## config.mk

```make
export PLATFORM = sky130hd
export DESIGN_NAME = fetch_ctrl
export DESIGN_NICKNAME = d
export VERILOG_FILES = /design/src/rtl/fetch_pkg.sv /design/src/rtl/lat_counter.sv /design/src/rtl/fetch_ctrl.sv
export SDC_FILE = /design/constraint.sdc
export NUM_CORES = 1
export LEC_CHECK = 0
export CAP_MARGIN = 40
export CELL_PAD_IN_SITES_DETAIL_PLACEMENT = 0
export CELL_PAD_IN_SITES_GLOBAL_PLACEMENT = 2
export CORE_MARGIN = 2
export CORE_UTILIZATION = 25
export CTS_BUF_LIST = sky130_fd_sc_hd__clkbuf_8
export DETAILED_ROUTE_END_ITERATION = 8
export PLACE_DENSITY = 0.82
export SLEW_MARGIN = 25
export SYNTH_ARGS = -nofsm -noshare
export SYNTH_HDL_FRONTEND = slang
export SYNTH_SLANG_ARGS = --single-unit
```

## constraint.sdc

```tcl
create_clock -name clk -period 2.6 [get_ports clk]
set_input_delay 0.26 -clock clk [delete_from_list [all_inputs] [get_ports clk]]
set_output_delay 0.26 -clock clk [all_outputs]
set_load 0.03 [all_outputs]
```

## src/rtl/fetch_pkg.sv

```systemverilog
// Shared constants for the fetch sequencer: state encodings, PC mux selects, widths.
package fetch_pkg;

  localparam int unsigned INSTR_W = 16;
  localparam int unsigned CNT_W   = 4;
  localparam int unsigned SEL_W   = 4;

  localparam logic [1:0] ST_BOOT  = 2'd0;
  localparam logic [1:0] ST_WAIT  = 2'd1;
  localparam logic [1:0] ST_VALID = 2'd2;
  localparam logic [1:0] ST_HALT  = 2'd3;

  localparam logic [SEL_W-1:0] SEL_TGT = 4'b0001;
  localparam logic [SEL_W-1:0] SEL_SEQ = 4'b0010;

  // Counter reload value that makes WAIT last exactly lat cycles.
  function automatic logic [CNT_W-1:0] lat_reload(input int unsigned lat);
    return CNT_W'(lat - 1);
  endfunction

endpackage

```

## src/rtl/lat_counter.sv

```systemverilog
// Loadable 4-bit down-counter that tracks remaining memory latency.
module lat_counter
  import fetch_pkg::*;
(
  input  logic             clk,
  input  logic             reset,
  input  logic             load,
  input  logic [CNT_W-1:0] load_value,
  input  logic             dec,
  output logic [CNT_W-1:0] value,
  output logic             zero
);

  // Load wins over decrement; saturates at zero.
  always_ff @(posedge clk or posedge reset) begin
    if (reset) begin
      value <= '0;
    end else if (load) begin
      value <= load_value;
    end else if (dec && (value != '0)) begin
      value <= value - CNT_W'(1);
    end
  end

  assign zero = (value == '0);

endmodule

```

## src/rtl/fetch_ctrl.sv

```systemverilog
// Fetch sequencer: drives the PC mux/enable, waits out memory latency, and
// presents each instruction to decode on a valid/ready handshake.
module fetch_ctrl
  import fetch_pkg::*;
#(
  parameter int unsigned       ADDR_W    = 16,
  parameter int unsigned       MEM_LAT   = 1,
  parameter logic [ADDR_W-1:0] BOOT_ADDR = '0
) (
  input  logic               clk,
  input  logic               reset,
  input  logic [7:0]         mem_hi,
  input  logic [7:0]         mem_lo,
  input  logic               instr_ready,
  input  logic               redir_valid,
  input  logic [ADDR_W-1:0]  redir_addr,
  input  logic               halt_req,
  output logic [SEL_W-1:0]   pc_sel,
  output logic               pc_en,
  output logic [ADDR_W-1:0]  tgt_addr,
  output logic               instr_valid,
  output logic [INSTR_W-1:0] instr_out,
  output logic [15:0]        fetch_count,
  output logic               misalign_err,
  output logic               halted
);

  logic [1:0]         state;
  logic [1:0]         state_nxt;
  logic               valid_q;
  logic               halted_q;
  logic [INSTR_W-1:0] instr_q;
  logic [15:0]        count_q;
  logic               mis_q;

  logic               cnt_load;
  logic               cnt_zero;
  logic [CNT_W-1:0]   cnt_value;
  logic               take_redir;
  logic               handshake;
  logic               latch;

  lat_counter u_lat (
    .clk        (clk),
    .reset      (reset),
    .load       (cnt_load),
    .load_value (lat_reload(MEM_LAT)),
    .dec        (state == ST_WAIT),
    .value      (cnt_value),
    .zero       (cnt_zero)
  );

  // Next state and PC control; a redirect overrides everything outside BOOT.
  always_comb begin
    state_nxt  = state;
    pc_en      = 1'b0;
    pc_sel     = SEL_SEQ;
    tgt_addr   = BOOT_ADDR;
    cnt_load   = 1'b0;
    take_redir = 1'b0;
    handshake  = 1'b0;
    latch      = 1'b0;
    case (state)
      ST_BOOT: begin
        pc_en     = 1'b1;
        pc_sel    = SEL_TGT;
        cnt_load  = 1'b1;
        state_nxt = ST_WAIT;
      end
      ST_WAIT: begin
        if (redir_valid) begin
          take_redir = 1'b1;
        end else if (cnt_zero) begin
          latch     = 1'b1;
          state_nxt = ST_VALID;
        end
      end
      ST_VALID: begin
        if (redir_valid) begin
          take_redir = 1'b1;
        end else if (instr_ready) begin
          handshake = 1'b1;
          if (halt_req) begin
            state_nxt = ST_HALT;
          end else begin
            pc_en     = 1'b1;
            pc_sel    = SEL_SEQ;
            cnt_load  = 1'b1;
            state_nxt = ST_WAIT;
          end
        end
      end
      ST_HALT: begin
        if (redir_valid) take_redir = 1'b1;
      end
      default: state_nxt = ST_BOOT;
    endcase
    if (take_redir) begin
      pc_en     = 1'b1;
      pc_sel    = SEL_TGT;
      tgt_addr  = {redir_addr[ADDR_W-1:1], 1'b0};
      cnt_load  = 1'b1;
      state_nxt = ST_WAIT;
    end
  end

  always_ff @(posedge clk or posedge reset) begin
    if (reset) begin
      state    <= ST_BOOT;
      valid_q  <= 1'b0;
      halted_q <= 1'b0;
      instr_q  <= '0;
      count_q  <= '0;
      mis_q    <= 1'b0;
    end else begin
      state    <= state_nxt;
      valid_q  <= (state_nxt == ST_VALID);
      halted_q <= (state_nxt == ST_HALT);
      if (latch)                        instr_q <= {mem_hi, mem_lo};
      if (handshake)                    count_q <= count_q + 16'd1;
      if (take_redir && redir_addr[0])  mis_q   <= 1'b1;
    end
  end

  // A same-cycle redirect retracts the offer to decode.
  assign instr_valid  = valid_q & ~redir_valid;
  assign instr_out    = instr_q;
  assign fetch_count  = count_q;
  assign misalign_err = mis_q;
  assign halted       = halted_q;

endmodule

```

[Yosys cells after proc, flatten, opt, wreduce, memory -nomap -nowiden]
Cells that the tools add are included.
Operators by class
  equality and inequality tests: 5
  multiplexer cells: 25
  bitwise logic cells: 2
  reduce and logical (&&, ||, !) cells: 7
  $add $sub $neg: 2
Operator list (count)
  $add A16 B1 Y16 const B: 1
  $mux W16: 1
  $mux W2: 7
  $mux W1: 12
  $mux W4: 3
  $eq A2 B2 Y1 const B: 4
  $pmux W2 S3: 1
  $logic_not A4 Y1: 1
  $reduce_bool A4 Y1: 1
  $sub A4 B1 Y4 const B: 1
  $reduce_or A3 Y1: 1
  $eq A2 B1 Y1 const B: 1
  $logic_and A1 B1 Y1: 2
  $logic_not A2 Y1: 1
  $pmux W1 S2: 1
  $reduce_bool A2 Y1: 1
  $and A1 B1 Y1: 1
  $not A1 Y1: 1
Storage, ports and cells
  output and inout bits: 56
  input bits: 37
  register bits after elaboration: 41
  logic and storage cells: 48

[Longest topological paths before layout]
Gate-level depths: netlist of the first run.
  depth after elaboration: 6
  mapped depth: 8
  mapped depth without buffers: 6

[Cells and area by module]
A second synthesis of the first run with hierarchy kept.
Second synthesis, totals
  cells, all modules: 167
  area total of the unflattened synthesis: 1930.6 um^2
By module, submodules not included
  fetch_ctrl: area each 1669.1 um^2, seq. area each 925.9 um^2, instances 1, cells each 139
  lat_counter: area each 261.5 um^2, seq. area each 100.1 um^2, instances 1, cells each 28

[Worst setup path after synthesis of the first run]
OpenSTA, ideal clock, no wires.
  path kind: register -> register
  start point: register u_lat.value[0]
  end point: register instr_q[0], in the netlist instr_out[0]
  library setup time: 0.125 ns
  required time: 2.475 ns
  buffers on the path: 2
  cell stages (with the launch flop): 8
  data arrival time: 1.885 ns
  period minus slack after synthesis: 2.011 ns
  setup slack: 0.589 ns
  path through: dfrtp_1 inv_1 ha_1 or3b_4 or3b_1 buf_6 buf_12 mux2_4
Between the ends
  cells in the longest elaborated chain, start to end: 4
Ends and longest elaborated chain
  start, declared: RTL line lat_counter.sv:10  | output logic [CNT_W-1:0] value,
  start signal, assigned: RTL line lat_counter.sv:19  | value <= load_value;
  start signal, assigned: RTL line lat_counter.sv:21  | value <= value - CNT_W'(1);
  $logic_not A4 Y1: RTL line lat_counter.sv:25  | assign zero = (value == '0);
  $mux W1: RTL line fetch_ctrl.sv:73  | end else if (cnt_zero) begin
  $mux W1: RTL line fetch_ctrl.sv:71  | if (redir_valid) begin
  $mux W1: RTL line fetch_ctrl.sv:63  | case (state)
  end signal, assigned: RTL line fetch_ctrl.sv:119  | if (latch) instr_q <= {mem_hi, mem_lo};
  end, declared: RTL line fetch_ctrl.sv:32  | logic [INSTR_W-1:0] instr_q;
Every way passes these cells.
A chain may end at the register's enable or synchronous reset.

[Worst setup path after layout of the first run]
  start point: register state[0]
  end point: output port tgt_addr[6]
Between the ends
  cells in the longest elaborated chain, start to end: 4
  elaborated cells between the ends (all ways): 6
  those cells by class: eq/ne: 3; mux: 2; reduce/logical: 1
Ends and longest elaborated chain
  start, declared: RTL line fetch_ctrl.sv:28  | logic [1:0] state;
  start signal, assigned: RTL line fetch_ctrl.sv:116  | state <= state_nxt;
  $eq A2 B2 Y1 or $eq A2 B1 Y1 (tied branches): RTL line fetch_ctrl.sv:63
  $reduce_or A3 Y1 (no source line) *
  $mux W1 *
  $mux W16 *: RTL line fetch_ctrl.sv:98  | if (take_redir) begin
  end, declared: RTL line fetch_ctrl.sv:20  | output logic [ADDR_W-1:0] tgt_addr,
Mark *: on every way between the ends. The rest lies on a longest branch, timed or not.

==> flow_metrics.py, run 1 <==
metrics = {
    "placement": {
        "io_buffers": 89,
        "place.gp.congestion": 0.730,
        "dp.final_hpwl_um": 3420,
    },
    "floorplanning": {
        "die_x_um": 91.8,
        "dieArea_um2": 8420,
        "rows": 32,
        "die_y_um": 91.8,
        "core-area_um2": 7610,
        "initial_core_util_pct": 25.3,
        "num_io_pins": 93,
    },
    "synthesis": {
        "synthSimpleGateAreaFrac_pct": 19.1,
        "ys_seq_area_share_pct": 53.3,
        "synth.distinct_cells": 34,
        "netlist_top_cells_area": "dfrtp_1 53%, mux2_4 7.0%, xnor2_1 5.5%",
        "syn-cell-area_um2": 1930,
        "async_reset_ff_share_pct": 100,
        "synth_top_family_by_area": "simple AND/OR/NAND/NOR gates",
        "synthCells": 163,
        "ys_warn_count": 0,
        "synth_fa_ha_area_share_pct": 1.95,
        "synthFlopType": "dfrtp_1",
        "synth_enable_flop_cells": 0,
        "avgSynthCellArea_um2": 11.8,
        "synthMuxAreaShare_pct": 11.1,
        "synth_compound_area_share_pct": 1.56,
        "synth_top_area_cell": "dfrtp_1",
        "synth-xor-area-share_pct": 8.19,
        "post-synth-top-area-fraction_pct": 53.3,
        "yosys_register_bits": 41,
    },
    "flow_run": {
        "drv_cap": 0,
    },
    "grt": {
        "gr-total-overflow": 0,
        "grt_max_degree": 42,
        "grt_pass1_vias": 1506,
        "grt_use_total_pct": 11.2,
        "grt_antenna_before_repair": 0,
        "grt_pass1_wl_um": 7460,
    },
    "final_layout": {
        "drive_gt1_share_pct": 15.5,
        "antenna_cells": 0,
        "area_delta_synth_final_pct": 56.2,
        "fin_nets": 298,
        "final_util_pct": 39.5,
    },
    "clock_network": {
        "clock-sinks": 41,
        "cts_max_path_buffers": 2,
        "cts_root_buf": "clkbuf_8",
        "cts_setup_buffers": 0,
        "cts_tree": "yes",
        "clk_latency_ps": 290,
        "h-tree-depth": 2,
        "cts_hold_buf": 0,
        "numCtsBuffers": 5,
        "path_clk_slew_ps": 80,
        "ctsResizeCount": 0,
    },
    "routing": {
        "drtAntennaViolNets": 0,
        "vias_per_cell": 4.07,
        "dr.pass1.iters": 4,
        "wl_um": 4500,
        "drt_iter0_drc": 17,
        "drc": 0,
        "post_drt_wl_per_cell_um": 12.5,
        "num_vias": 1466,
    },
    "critical_path": {
        "cp.arrival_ps": 2100,
        "start_kind": "register",
        "critPathKind": "register to output pin",
        "crit_fanout": 10,
        "cp.required_ps": 2340,
        "end_kind": "output pin",
    },
    "worst_hold_path": {
        "hp-class": "primary input to async pin",
    },
    "pwr": {
        "power_mw": 1.70,
        "vdd_drop_max_mv": 0.224,
        "powerDensity_nw_per_um2": 565,
        "leakage_nw": 1.30,
    },
    "timing": {
        "relSlewSlack_pct": 65.6,
        "tns_ps": 0,
        "setup_viol": 0,
        "clock.fmax_mhz": 423,
        "fin_skew_ps": 7.01,
        "slew_viol_final": 0,
        "rsz0062_at_grt": "false",
        "timing.final.crit_share_pct": 90.9,
        "worst_pin_slew_ps": 517,
        "min_period_ps": 2360,
        "hold_viol": 0,
    },
    "run_status": {
        "status": "finished, final reports clean",
    },
}
[power breakdown]
part | switching [mW] | internal (mW) | total (mW)
logic | 0.266 | 0.262 | 0.528
registers | 0.0439 | 0.702 | 0.746
clock network | 0.216 | 0.210 | 0.426
total | 0.526 | 1.17 | 1.70
[logic make-up after synthesis]
logic type	Yosys count
AND/OR/NAND/NOR	65
flip-flops	41
XOR/XNOR	18
multiplexers	16
buffers and inverters	14
AO/OA/AOI/OAI	5
adder cells (fa/ha/maj)	3
other	1
[critical path, cell delays in order, from the launching register on]
cell and delay [ps]:
dfrtp_1 450, nor2_1 90, nor2b_1 410, and2_1 200, clkdlybuf4s50_1 670
[synth_stat cells (all sizes together), types with 2 or more instances]
master,instances
and2,16
clkbuf,3
nand4,4
nand3,6
buf,5
nor2,11
or3b,3
nor3,4
mux2,16
nand2b,2
xnor2,12
dfrtp,41
nor2b,2
ha,3
a21oi,3
xor2,6
inv,6
nand2,9
and3,3
[sequential cells by signal, indices dropped and copies added (netlist names)]
| signal | count |
|---|---|
| valid_q | 1 |
| u_lat.value | 4 |
| halted | 1 |
| fetch_count | 16 |
| state | 2 |
| instr_out | 16 |
| misalign_err | 1 |
[layer usage]
layer | GRT usage (%) | vias up | wire [µm]
met2 | 18.2 | 33 | 2250
met1 | 14.6 | 711 | 2030
met5 | 0 | - | 0
met4 | 3.36 | 0 | 44
met3 | 2.79 | 5 | 177
li1 | - | 717 | -
[worst paths after layout]
path                                            start                          to  slack, ps  cells past startpoint
setup / recovery                   state[0]$_DFF_PP0_                 tgt_addr[6]        240                      4
max in group asynchronous                       reset    instr_out[0]$_DFFE_PP0P_       1840                      3
hold / removal                                  reset  fetch_count[4]$_DFFE_PP0P_        410                      3
hold reg to reg              misalign_err$_DFFE_PP0P_    misalign_err$_DFFE_PP0P_        460                      1
min in group clk             misalign_err$_DFFE_PP0P_    misalign_err$_DFFE_PP0P_        460                      1
setup reg to reg           u_lat.value[0]$_DFFE_PP0P_   instr_out[15]$_DFFE_PP0P_        450                      6
[stage by stage]
| stage | hold WS, ps | setup slack (ps) | instance area [µm²] | instances |
|---|---|---|---|---|
| after floorplan | 330 | 589 | 1930 | 165 |
| after global placement | 442 | 309 | 2920 | 353 |
| after detailed placement | 448 | 260 | 2920 | 353 |
| after CTS | 429 | 182 | 3010 | 360 |
| after global routing | 453 | 20.4 | 3010 | 360 |
| final | 409 | 237 | 3010 | 360 |
[layout by cell type (no fill, tap or decap), types with 4 or more instances in the layout]
| cell type | Yosys | layout |
|---|---|---|
| clkdlybuf4s50_1 | 0 | 82 |
| inv_1 | 6 | 5 |
| clkbuf_8 | 0 | 6 |
| buf_4 | 3 | 11 |
| nand3_1 | 6 | 6 |
| mux2_2 | 7 | 7 |
| mux2_4 | 9 | 9 |
| nor2_1 | 11 | 11 |
| xor2_1 | 6 | 6 |
| nand2_1 | 9 | 9 |
| nand4_1 | 4 | 4 |
| dfrtp_1 | 41 | 41 |
| nor3_1 | 4 | 4 |
| and2_1 | 15 | 15 |
| xnor2_1 | 12 | 12 |
[layout make-up]
cell class / count / area, µm²
well taps: 102 / 128
fillers: 746 / 4600
multi-input cells: 110 / 818
repair buffers: 94 / 923
flip-flops and latches: 41 / 1030
clock buffers: 6 / 82.6
clock inverters: 1 / 7.51
inverters: 6 / 22.5
No activity file was read; power rests on OpenSTA's default activity.
==> run 2: changes to the inputs <==
--- a/config.mk
+++ b/config.mk
@@ -9,10 +9,10 @@
 export CELL_PAD_IN_SITES_DETAIL_PLACEMENT = 0
 export CELL_PAD_IN_SITES_GLOBAL_PLACEMENT = 2
 export CORE_MARGIN = 2
-export CORE_UTILIZATION = 25
+export CORE_UTILIZATION = 27
 export CTS_BUF_LIST = sky130_fd_sc_hd__clkbuf_8
 export DETAILED_ROUTE_END_ITERATION = 8
-export PLACE_DENSITY = 0.82
+export PLACE_DENSITY = 0.87
 export SLEW_MARGIN = 25
 export SYNTH_ARGS = -nofsm -noshare
 export SYNTH_HDL_FRONTEND = slang
==> constraint.sdc (replaced) <==
create_clock -name clk -period 2.95 [get_ports clk]
set_input_delay 0.295 -clock clk [delete_from_list [all_inputs] [get_ports clk]]
set_output_delay 0.295 -clock clk [all_outputs]
set_load 0.03 [all_outputs]
==> flow_metrics.py, run 2 (synthesized netlist as in run 1, its figures left out) <==
metrics = {
    "run_status": {
        "status": "finished, final reports clean",
    },
    "critical_path": {
        "start_kind": "primary input",
        "cp.required_ps": 2650,
        "critPathKind": "primary input to output pin",
        "cpMostUsedCell": "clkdlybuf4s50_1",
        "cp.arrival_ps": 2070,
        "critPathSlowestCell": "clkdlybuf4s50_1",
        "end_kind": "output pin",
        "crit_fanout": 16,
        "crit_chain": "clkdlybuf4s50_1 > nor2b_1 > buf_4 > and2_1 > clkdlybuf4s50_1",
        "cp_slowest_stage_delay_ps": 670,
    },
    "routing": {
        "post_drt_wl_per_cell_um": 12.4,
        "wl_um": 4410,
        "drt_iter0_drc": 60,
        "drc": 0,
        "num_vias": 1422,
        "drtAntennaViolNets": 0,
        "dr.pass1.iters": 4,
        "vias_per_cell": 4.01,
    },
    "clock_network": {
        "ctsResizeCount": 0,
        "clock-sinks": 41,
        "path_clk_slew_ps": 80,
        "numCtsBuffers": 5,
        "h-tree-depth": 2,
        "clk_latency_ps": 290,
        "cts_root_buf": "clkbuf_8",
        "cts_tree": "yes",
        "cts_setup_buffers": 0,
        "cts_max_path_buffers": 2,
        "cts_hold_buf": 0,
    },
    "floorplanning": {
        "rows": 30,
        "num_io_pins": 93,
        "dieArea_um2": 7820,
        "die_x_um": 88.5,
        "initial_core_util_pct": 28.2,
        "die_y_um": 88.5,
        "core-area_um2": 6830,
    },
    "grt": {
        "gr-total-overflow": 0,
        "grt_pass1_wl_um": 6940,
        "grt_antenna_before_repair": 0,
        "grt_pass1_vias": 1393,
        "grt_max_degree": 19,
        "grt_use_total_pct": 11.5,
    },
    "final_layout": {
        "area_delta_synth_final_pct": 58.8,
        "layout_commonest_cell": "clkdlybuf4s50_1",
        "layout_common_cells": "89 x clkdlybuf4s50_1, 41 x dfrtp_1, 15 x and2_1, 12 x xnor2_1, 11 x nor2_1",
        "final_cells": 355,
        "fin_nets": 298,
        "drive_gt1_share_pct": 13.1,
        "final_cell_area_um2": 3060,
        "antenna_cells": 0,
    },
    "timing": {
        "fin_skew_ps": 4.85,
        "setup_viol": 0,
        "worst_pin_slew_ps": 520,
        "rsz0062_at_grt": "false",
        "tns_ps": 0,
        "relSlewSlack_pct": 65.3,
        "slew_viol_final": 0,
        "hold_ws_ps": 231,
        "hold_viol": 0,
        "timing.final.crit_share_pct": 80.3,
        "min_period_ps": 2370,
        "clock.fmax_mhz": 422,
    },
    "placement": {
        "dp_cells": 347,
        "place.gp.congestion": 0.676,
        "dp.final_hpwl_um": 3510,
        "dpl_cell_area_um2": 2940,
        "io_buffers": 89,
    },
    "worst_hold_path": {
        "hp-class": "primary input to async pin",
    },
    "pwr": {
        "leakage_nw": 1.30,
        "power_mw": 1.58,
        "vdd_drop_max_mv": 0.255,
        "powerDensity_nw_per_um2": 517,
    },
    "flow_run": {
        "drv_cap": 0,
    },
}
==> run 2: cell count changes in the layout (fill, tap and decap cells not counted), sizes merged <==
| cell | previous run | this run |
|---|---|---|
| bufinv | 0 | 1 |
| clkdlybuf4s50 | 82 | 89 |
| buf | 12 | 5 |
| clkbuf | 6 | 5 |
| clkinv | 1 | 2 |
==> run 2: cell type report <==
| cell class | count | area, µm² |
|---|---|---|
| sequential | 41 | 1030 |
| tap | 96 | 120 |
| timing repair buffer | 94 | 956 |
| clock inverter | 3 | 46.3 |
| fill | 678 | 3770 |
| inverter | 6 | 22.5 |
| clock buffer | 5 | 68.8 |
| multi-input combinational | 110 | 818 |
==> run 2: per-layer routing <==
| metal | share of wire [%] | wire length, µm | GRT usage (%) | vias up |
|---|---|---|---|---|
| li1 | - | - | - | 725 |
| met1 | 46 | 2020 | 16.0 | 660 |
| met2 | 50 | 2180 | 18.1 | 33 |
| met3 | 4.1 | 180 | 2.80 | 4 |
| met4 | 0.59 | 26 | 2.89 | 0 |
| met5 | 0 | 0 | 0 | - |
==> run 2: path summary, 6_finish.rpt <==
check / start / end / cells past startpoint / slack [ps]
max: redir_valid / tgt_addr[11] / 5 / 580
min in group clk: misalign_err$_DFFE_PP0P_ / misalign_err$_DFFE_PP0P_ / 1 / 460
min: reset / fetch_count[5]$_DFFE_PP0P_ / 2 / 230
min reg2reg: misalign_err$_DFFE_PP0P_ / misalign_err$_DFFE_PP0P_ / 1 / 460
max in group asynchronous: reset / instr_out[8]$_DFFE_PP0P_ / 4 / 2050
max reg2reg: u_lat.value[0]$_DFFE_PP0P_ / instr_out[15]$_DFFE_PP0P_ / 6 / 650
==> run 2: through the flow <==
stage	utilization, %	setup slack, ps
2_1_floorplan	-	939
3_3_place_gp	42.5	570
3_5_place_dp	43.1	555
4_1_cts	44.8	555
5_1_grt	44.8	449
6_report	44.8	581
==> run 2: critical path, delay by kind of cell <==
family,cells,cell delay [ps]
simple gates,2,310
buf+inv,3,1470
==> run 2: power breakdown <==
| part | internal (mW) | total (mW) | switching [mW] |
|---|---|---|---|
| sequential | 0.618 | 0.658 | 0.0400 |
| clock | 0.253 | 0.454 | 0.201 |
| combinational | 0.235 | 0.469 | 0.234 |
==> run 3: changes to the inputs <==
--- a/config.mk
+++ b/config.mk
@@ -9,10 +9,10 @@
 export CELL_PAD_IN_SITES_DETAIL_PLACEMENT = 0
 export CELL_PAD_IN_SITES_GLOBAL_PLACEMENT = 2
 export CORE_MARGIN = 2
-export CORE_UTILIZATION = 27
+export CORE_UTILIZATION = 22
 export CTS_BUF_LIST = sky130_fd_sc_hd__clkbuf_8
 export DETAILED_ROUTE_END_ITERATION = 8
-export PLACE_DENSITY = 0.87
+export PLACE_DENSITY = 0.76
 export SLEW_MARGIN = 25
 export SYNTH_ARGS = -nofsm -noshare
 export SYNTH_HDL_FRONTEND = slang
==> constraint.sdc (replaced) <==
create_clock -name clk -period 2.1 [get_ports clk]
set_input_delay 0.21 -clock clk [delete_from_list [all_inputs] [get_ports clk]]
set_output_delay 0.21 -clock clk [all_outputs]
set_load 0.03 [all_outputs]
==> flow_metrics.py, run 3 (synthesized netlist as in run 1, its figures left out) <==
metrics = {
    "run_status": {
        "status": "finished, final reports clean",
    },
    "pwr": {
        "p_switching_mw": 0.656,
        "intPower_mw": 1.57,
        "p_sw_share_pct": 29.4,
        "vdd_drop_max_mv": 0.302,
        "leakage_nw": 1.33,
        "powerDensity_nw_per_um2": 736,
        "combPwrFrac_pct": 29.2,
        "p_seq_share_pct": 41.5,
        "power_frac_clock_pct": 29.2,
        "power_mw": 2.23,
    },
    "routing": {
        "drc": 0,
        "vias_per_cell": 3.95,
        "wl_um": 4460,
        "dr.pass1.iters": 4,
        "drt_iter0_drc": 52,
        "post_drt_wl_per_cell_um": 12.1,
        "num_vias": 1452,
        "drtAntennaViolNets": 0,
    },
    "timing": {
        "fin_skew_ps": 8.12,
        "setup_viol": 0,
        "timing.final.crit_share_pct": 95.1,
        "clock.fmax_mhz": 501,
        "hold_ws_ps": 354,
        "relSlewSlack_pct": 64.5,
        "final.setup.worst_slack_ps": 103,
        "min_period_ps": 2000,
        "worst_pin_slew_ps": 532,
        "rsz0062_at_grt": "false",
        "slew_viol_final": 0,
        "hold_viol": 0,
        "tns_ps": 0,
    },
    "final_layout": {
        "area_delta_synth_final_pct": 57.4,
        "layout_common_cells": "74 x clkdlybuf4s50_1, 41 x dfrtp_1, 20 x buf_4, 15 x and2_1, 12 x xnor2_1",
        "fin_nets": 299,
        "final_cells": 368,
        "drive_gt1_share_pct": 19.2,
        "antenna_cells": 0,
        "layout_commonest_cell": "clkdlybuf4s50_1",
    },
    "critical_path": {
        "end_kind": "register",
        "cpMostUsedCell": "or3b_4",
        "critPathKind": "register to register",
        "cp_slowest_stage_delay_ps": 400,
        "start_kind": "register",
        "critPathSlowestCell": "dfrtp_1",
        "crit_fanout": 17,
        "cp.required_ps": 2270,
        "critical_path_buf_inv_count": 2,
        "cp_top_family": "simple AND/OR/NAND/NOR gates",
        "crit_chain": "inv_1 > ha_1 > or3b_4 > or3b_4 > buf_12 > mux2_4",
        "cp.arrival_ps": 2170,
    },
    "clock_network": {
        "cts_tree": "yes",
        "cts_hold_buf": 0,
        "cts_max_path_buffers": 2,
        "path_clk_slew_ps": 80,
        "numCtsBuffers": 5,
        "cts_root_buf": "clkbuf_8",
        "clock-sinks": 41,
        "clk_latency_ps": 290,
        "h-tree-depth": 2,
    },
    "placement": {
        "io_buffers": 89,
        "dp.final_hpwl_um": 3310,
        "place_ws_ps": -18.6,
        "place.gp.congestion": 0.681,
        "dp_cells": 360,
    },
    "grt": {
        "grt_pass1_vias": 1506,
        "grt_max_degree": 42,
        "gr-total-overflow": 0,
        "grt_pass1_wl_um": 7390,
        "grt_use_total_pct": 9.63,
        "grt_antenna_before_repair": 0,
    },
    "floorplanning": {
        "dieArea_um2": 9520,
        "die_x_um": 97.6,
        "rows": 34,
        "num_io_pins": 93,
        "initial_core_util_pct": 22.4,
        "core-area_um2": 8590,
        "die_y_um": 97.6,
    },
    "worst_hold_path": {
        "hp-class": "primary input to async pin",
    },
    "flow_run": {
        "drv_cap": 0,
    },
}
run 3: cell type report:
cell class	count	area (µm²)
Fill cell	889	5560
Sequential cell	41	1030
Clock inverter	2	33.8
Tap cell	108	135
Timing Repair Buffer	95	911
Multi-Input combinational cell	110	821
Inverter	6	22.5
Clock buffer	6	82.6
run 3: worst reg2reg max path: stages, from the launching register on:
cell and delay, ps:
dfrtp_1 400, inv_1 90, ha_1 130, or3b_4 380, or3b_4 390, buf_12 170
mux2_4 310
run 3: metal layers:
| metal | up-vias | GRT usage, % | wire length (µm) |
|---|---|---|---|
| li1 | 723 | - | - |
| met1 | 685 | 12.4 | 2040 |
| met2 | 40 | 15.3 | 2120 |
| met3 | 4 | 3.09 | 268 |
| met4 | 0 | 3.21 | 38 |
| met5 | - | 0 | 0 |
run 3: per-stage QoR:
stage | area, µm² | utilization (%)
after global routing | 3030 | 35.3
final | 3030 | 35.3
after global placement | 2910 | 33.9
after floorplan | 1930 | -
after CTS | 3030 | 35.3
after detailed placement | 2910 | 33.9
run 3: what timing repair did:
| item | in CTS | in global routing |
|---|---|---|
| gates resized for setup | 0 | 1 |
| buffers inserted | 0 | 0 |
| endpoints found under the setup margin | 0 | 2 |
run 3: path summary, 6_finish.rpt:
check	from	to	slack (ps)	cells past startpoint
max	u_lat.value[0]$_DFFE_PP0P_	instr_out[6]$_DFFE_PP0P_	100	6
min	reset	instr_out[1]$_DFFE_PP0P_	350	3
max reg2reg	u_lat.value[0]$_DFFE_PP0P_	instr_out[6]$_DFFE_PP0P_	100	6
min reg2reg	misalign_err$_DFFE_PP0P_	misalign_err$_DFFE_PP0P_	460	1
max in group asynchronous	reset	instr_out[15]$_DFFE_PP0P_	1380	3
min in group clk	misalign_err$_DFFE_PP0P_	misalign_err$_DFFE_PP0P_	460	1
run 3: power by group through the flow:
| stage | Combinational (mW) | Clock, mW | Sequential (mW) |
|---|---|---|---|
| finish | 0.652 | 0.652 | 0.926 |
| global route | 0.691 | 0.725 | 0.939 |
| CTS | 0.660 | 0.681 | 0.928 |
| detailed placement | 0.657 | 0 | 0.943 |
| global placement | 0.656 | 0 | 0.943 |
| floorplan | 0.215 | 0 | 1.09 |
==> RTL change 1: new RTL, flow settings as in run 1 <==
Reset style: synchronous (`reset`), changed in 2 clocked blocks.
--- a/src/rtl/lat_counter.sv
+++ b/src/rtl/lat_counter.sv
@@ -12,7 +12,7 @@
 );
 
   // Load wins over decrement; saturates at zero.
-  always_ff @(posedge clk or posedge reset) begin
+  always_ff @(posedge clk) begin
     if (reset) begin
       value <= '0;
     end else if (load) begin
--- a/src/rtl/fetch_ctrl.sv
+++ b/src/rtl/fetch_ctrl.sv
@@ -104,7 +104,7 @@
     end
   end
 
-  always_ff @(posedge clk or posedge reset) begin
+  always_ff @(posedge clk) begin
     if (reset) begin
       state    <= ST_BOOT;
       valid_q  <= 1'b0;
Check against the original RTL: differs if reset is asserted again (counterexample within 4 cycles, from zero or initial values and one cycle with reset high); with reset held inactive, the same outputs for 10 cycles.
==> RTL change 1 against run 1 <==
- clock skew is 0.0015 ns higher
- largest cell class is now multi-input combinational cells
- routed wire length is 9.2% higher
- via count is 20% higher
- critical path type is now input pin to primary output
- worst setup slack better by 0.25 ns
- critical endpoint is now pc_en
- critical path depth is 1 higher
- area after synthesis is 4.4% lower
- sequential cell count stayed put
- final area is 3.5% lower
- global-route usage is 0.99 points higher
Power is not compared: it rests on default switching activity, and its combinational part moved more than twofold at a synthesized area within 25%.
==> RTL change 1: results (changes against run 1) <==
- Signal buf overhead: 30.7% (about the same)
- Pin count of the biggest net entering global routing: 19 (was 42)
- Sequential share of cell area: 28.3% (was 34.1%)
- Vias in the first global route: 1621 (was 1506)
- Cells taking the most area after synthesis: dfxtp_1 (45%), nand2_1 (7.5%), a21oi_1 (6.5%), and2_1 (5.8%), nor2_1 (4.1%) (was dfrtp_1 (53%), mux2_4 (7.0%), xnor2_1 (5.5%), and2_1 (4.9%), mux2_2 (4.1%))
- Worst R2R Setup Slack: 0.58 ns (was 0.45 ns)
- Skew final: 0.00856 ns (was 0.00701 ns)
- Non-filler cells in the finished layout: 412 (was 360)
- Post-Synth XOR/XNOR Area: 6.18% (was 8.19%)
- Grt met1 use: 15.3% (was 14.6%)
- Nets: 352 (was 298)
- Post-route worst setup slack: 0.490 ns (was 0.237 ns)
- Crit path from: instr_ready (was state[0]$_DFF_PP0_)
- Max-slew headroom: 55.3% (was 65.6%)
- Register area share after synthesis: 44.6% (was 53.3%)
- Multi-input comb cells: 166 (was 110)
- Gr usage total: 12.2% (was 11.2%)
- First-pass GRT wire length: 8070 um (was 7460 um)
- GPL Wtd Cong: 0.699 (was 0.730)
- HP Class: flip-flop to flip-flop (was input pin to async pin)
- Multi-input combinational area share: 32.5% (was 27.2%)
- Final clock-cell share: 3.58% (was 3.00%)
- RR Endpoint: instr_out[6]$_SDFFE_PP0P_ (was instr_out[15]$_DFFE_PP0P_)
- Fillers: 757 (was 746)
- Hold slack: 0.457 ns (was 0.409 ns)
- Wire length on met3: 428 um (was 177 um)
- Delay-heaviest family, CP: buffers and inverters (was simple AND/OR/NAND/NOR gates)
- Inverters: 5 (was 6)
- Synth Instances: 223 (was 163)
- Synth Area in Compound Gates: 10.3% (was 1.56%)
- Met1 Routed Length: 2300 um (was 2030 um)
- Placed cell areas: 2800 um2 (was 2920 um2)
- Multi-input gate area: 945 um2 (was 818 um2)
- Post-synthesis adder-cell area fraction: 1.36% (was 1.95%)
- RR Startpoint: u_lat.value[0]$_SDFFE_PP0P_ (was u_lat.value[0]$_DFFE_PP0P_)
- Post-synthesis mux area share: 0.543% (was 11.1%)
- End-of-flow core utilization: 40.5% (was 39.5%)
- Met2 Resource Use GR: 19.1% (was 18.2%)
- Post-synthesis async set-or-reset flop share: 0% (was 100%)
- Worst path arrival time: 1.85 ns (was 2.10 ns)
- Pre-CTS WS: 0.471 ns (was 0.260 ns)
- DP HPWL: 3670 um (was 3420 um)
- Placed cells: 405 (was 353)
- Via density: 4.28 (was 4.07)
- Layout cells sized above 1: 11.2% (was 15.5%)
- Status: finished, final reports clean (unchanged)
[RTL change 1: changes by cell type in the layout (fill, tap and decap cells not counted), moves of 7 or more]
| cell | change |
|---|---|
| dfrtp_1 | -41 |
| dfxtp_1 | +41 |
| nand2_1 | +28 |
| a21oi_1 | +21 |
| buf_4 | +9 |
| mux2_4 | -9 |
| nor2_1 | +9 |
| clkdlybuf4s50_1 | -8 |
| mux2_2 | -7 |
[RTL change 1: worst min-delay path: stages, from the launching register on]
cell and delay [ns]:
dfxtp_1 0.31, nand2_1 0.05, a21oi_1 0.05
[RTL change 1: power groups by stage]
| stage | clock [mW] | sequential [mW] | combinational (mW) |
|---|---|---|---|
| 2_1_floorplan | 0 | 0.693 | 0.101 |
| 3_3_place_gp | 0 | 0.669 | 0.246 |
| 3_5_place_dp | 0 | 0.669 | 0.246 |
| 4_1_cts | 0.522 | 0.655 | 0.247 |
| 5_1_grt | 0.549 | 0.657 | 0.263 |
| 6_report | 0.499 | 0.654 | 0.244 |
==> RTL change 2: new RTL, settings of run 1 <==
Without the edit above. Change the parameter `ADDR_W` from 16 to 15.
--- a/src/rtl/fetch_ctrl.sv
+++ b/src/rtl/fetch_ctrl.sv
@@ -3,7 +3,7 @@
 module fetch_ctrl
   import fetch_pkg::*;
 #(
-  parameter int unsigned       ADDR_W    = 16,
+  parameter int unsigned       ADDR_W    = 15,
   parameter int unsigned       MEM_LAT   = 1,
   parameter logic [ADDR_W-1:0] BOOT_ADDR = '0
 ) (
Ports: changed (resized redir_addr and tgt_addr); port bits go from 93 to 91. The function was not compared with the original's and may differ.
==> RTL change 2 against run 1 <==
- via count shrank 2.8%
- critical path depth up 1
- die area shrank 0.32%
- final area fell by 1.2%
- register-to-register slack better by 0.08 ns
- non-clock buffer count shrank 3
- highest routed layer unchanged
- sequential cell count did not move
- worst setup slack better by 0.24 ns
- routed wire length decreased by 1.6%
- total power grew 5.8%
- largest power group unchanged
- first-iteration DRC count grew to 2.8 times the old value
- area after synthesis fell by 0.32%
==> RTL change 2: results (changes against run 1) <==
- Status: finished, final reports clean (unchanged)
- Met1 Routed Length: 2060 um (was 2030 um)
- Layout cells sized above 1: 18.4% (was 15.5%)
- Leak: 1.30 nW (about the same)
- Pin count of the biggest net entering global routing: 28 (was 42)
- Synth top cells by count: dfrtp_1 (41), and2_1 (14), xnor2_1 (12) (was dfrtp_1 (41), and2_1 (15), xnor2_1 (12))
- Gr usage total: 10.5% (was 11.2%)
- Placed cell areas: 2850 um2 (was 2920 um2)
- Placed cells: 346 (was 353)
- Fillers: 699 (was 746)
- Peak supply drop: 0.214 mV (was 0.224 mV)
- Post-Route WL: 4430 um (was 4500 um)
- Cells taking the most area after synthesis: dfrtp_1 (53%), mux2_4 (7.0%), xnor2_1 (5.5%), and2_1 (4.6%), mux2_2 (4.1%) (was dfrtp_1 (53%), mux2_4 (7.0%), xnor2_1 (5.5%), and2_1 (4.9%), mux2_2 (4.1%))
- Pre-CTS WS: 0.483 ns (was 0.260 ns)
- Initial DRC Count: 48 (was 17)
- Max-slew headroom: 64.8% (was 65.6%)
- Largest stage delay on the critical path: 0.69 ns (was 0.67 ns)
- Skew final: 0.00488 ns (was 0.00701 ns)
- First-pass GRT wire length: 7040 um (was 7460 um)
- Wire length on met3: 220 um (was 177 um)
- Synth Instances: 162 (was 163)
- Crit path from: instr_ready (was state[0]$_DFF_PP0_)
- Crit-path max FO: 6 (was 10)
- Worst path arrival time: 1.86 ns (was 2.10 ns)
- Wire length on met2: 2120 um (was 2250 um)
- Via count: 1425 (was 1466)
- Nets: 293 (was 298)
- GPL Wtd Cong: 0.702 (was 0.730)
## RTL change 2: per-layer routing
layer | GRT usage, % | up-vias
li1 | - | 707
met1 | 14.3 | 681
met2 | 15.9 | 33
met3 | 4.11 | 4
met4 | 1.89 | 0
met5 | 0 | -
## RTL change 2: worst max-delay path: cells and delay by family
kind,cells,cell delay (ns)
AND/OR/NAND/NOR,2,0.26
AO/OA/AOI/OAI,1,0.12
buffers and inverters,2,1.22
## RTL change 2: worst paths after layout
check | endpoint | slack, ns | cells past startpoint
min in group clk | misalign_err$_DFFE_PP0P_ | 0.47 | 1
hold reg to reg | misalign_err$_DFFE_PP0P_ | 0.47 | 1
setup reg to reg | instr_out[6]$_DFFE_PP0P_ | 0.53 | 6
hold / removal | fetch_count[3]$_DFFE_PP0P_ | 0.25 | 2
max in group asynchronous | instr_out[9]$_DFFE_PP0P_ | 1.65 | 3
setup / recovery | pc_en | 0.48 | 5
## RTL change 2: cells by family (layout without fill, tap and decap cells)
family                     after synthesis  count (layout)  synth area share, %
xor gates and xnor gates                18              18                 8.21
AOI/OAI and AO/OA                        5               5                 1.56
muxes                                   16              16                 11.1
buffers and inverters                   14             105                 4.63
adders and majority gates                3               3                 1.96
DFF                                     41              41                 53.5
and+or+nand+nor                         64              64                 18.8
other                                    1               3                0.195
## RTL change 2: cell type report
class                   count  area share, %
clock buffers               6           2.78
clock inverters             2           1.26
inverters                   6          0.758
multi-input cells         109           27.3
flip-flops and latches     41           34.5
well taps                  99           4.17
repair buffers             91           29.1
## RTL change 2: power breakdown
| group | internal, mW | switching (mW) | total [mW] | leakage, nW |
|---|---|---|---|---|
| clock | 0.312 | 0.223 | 0.535 | 0.0574 |
| sequential | 0.702 | 0.0460 | 0.748 | 0.516 |
| combinational | 0.252 | 0.263 | 0.515 | 0.727 |
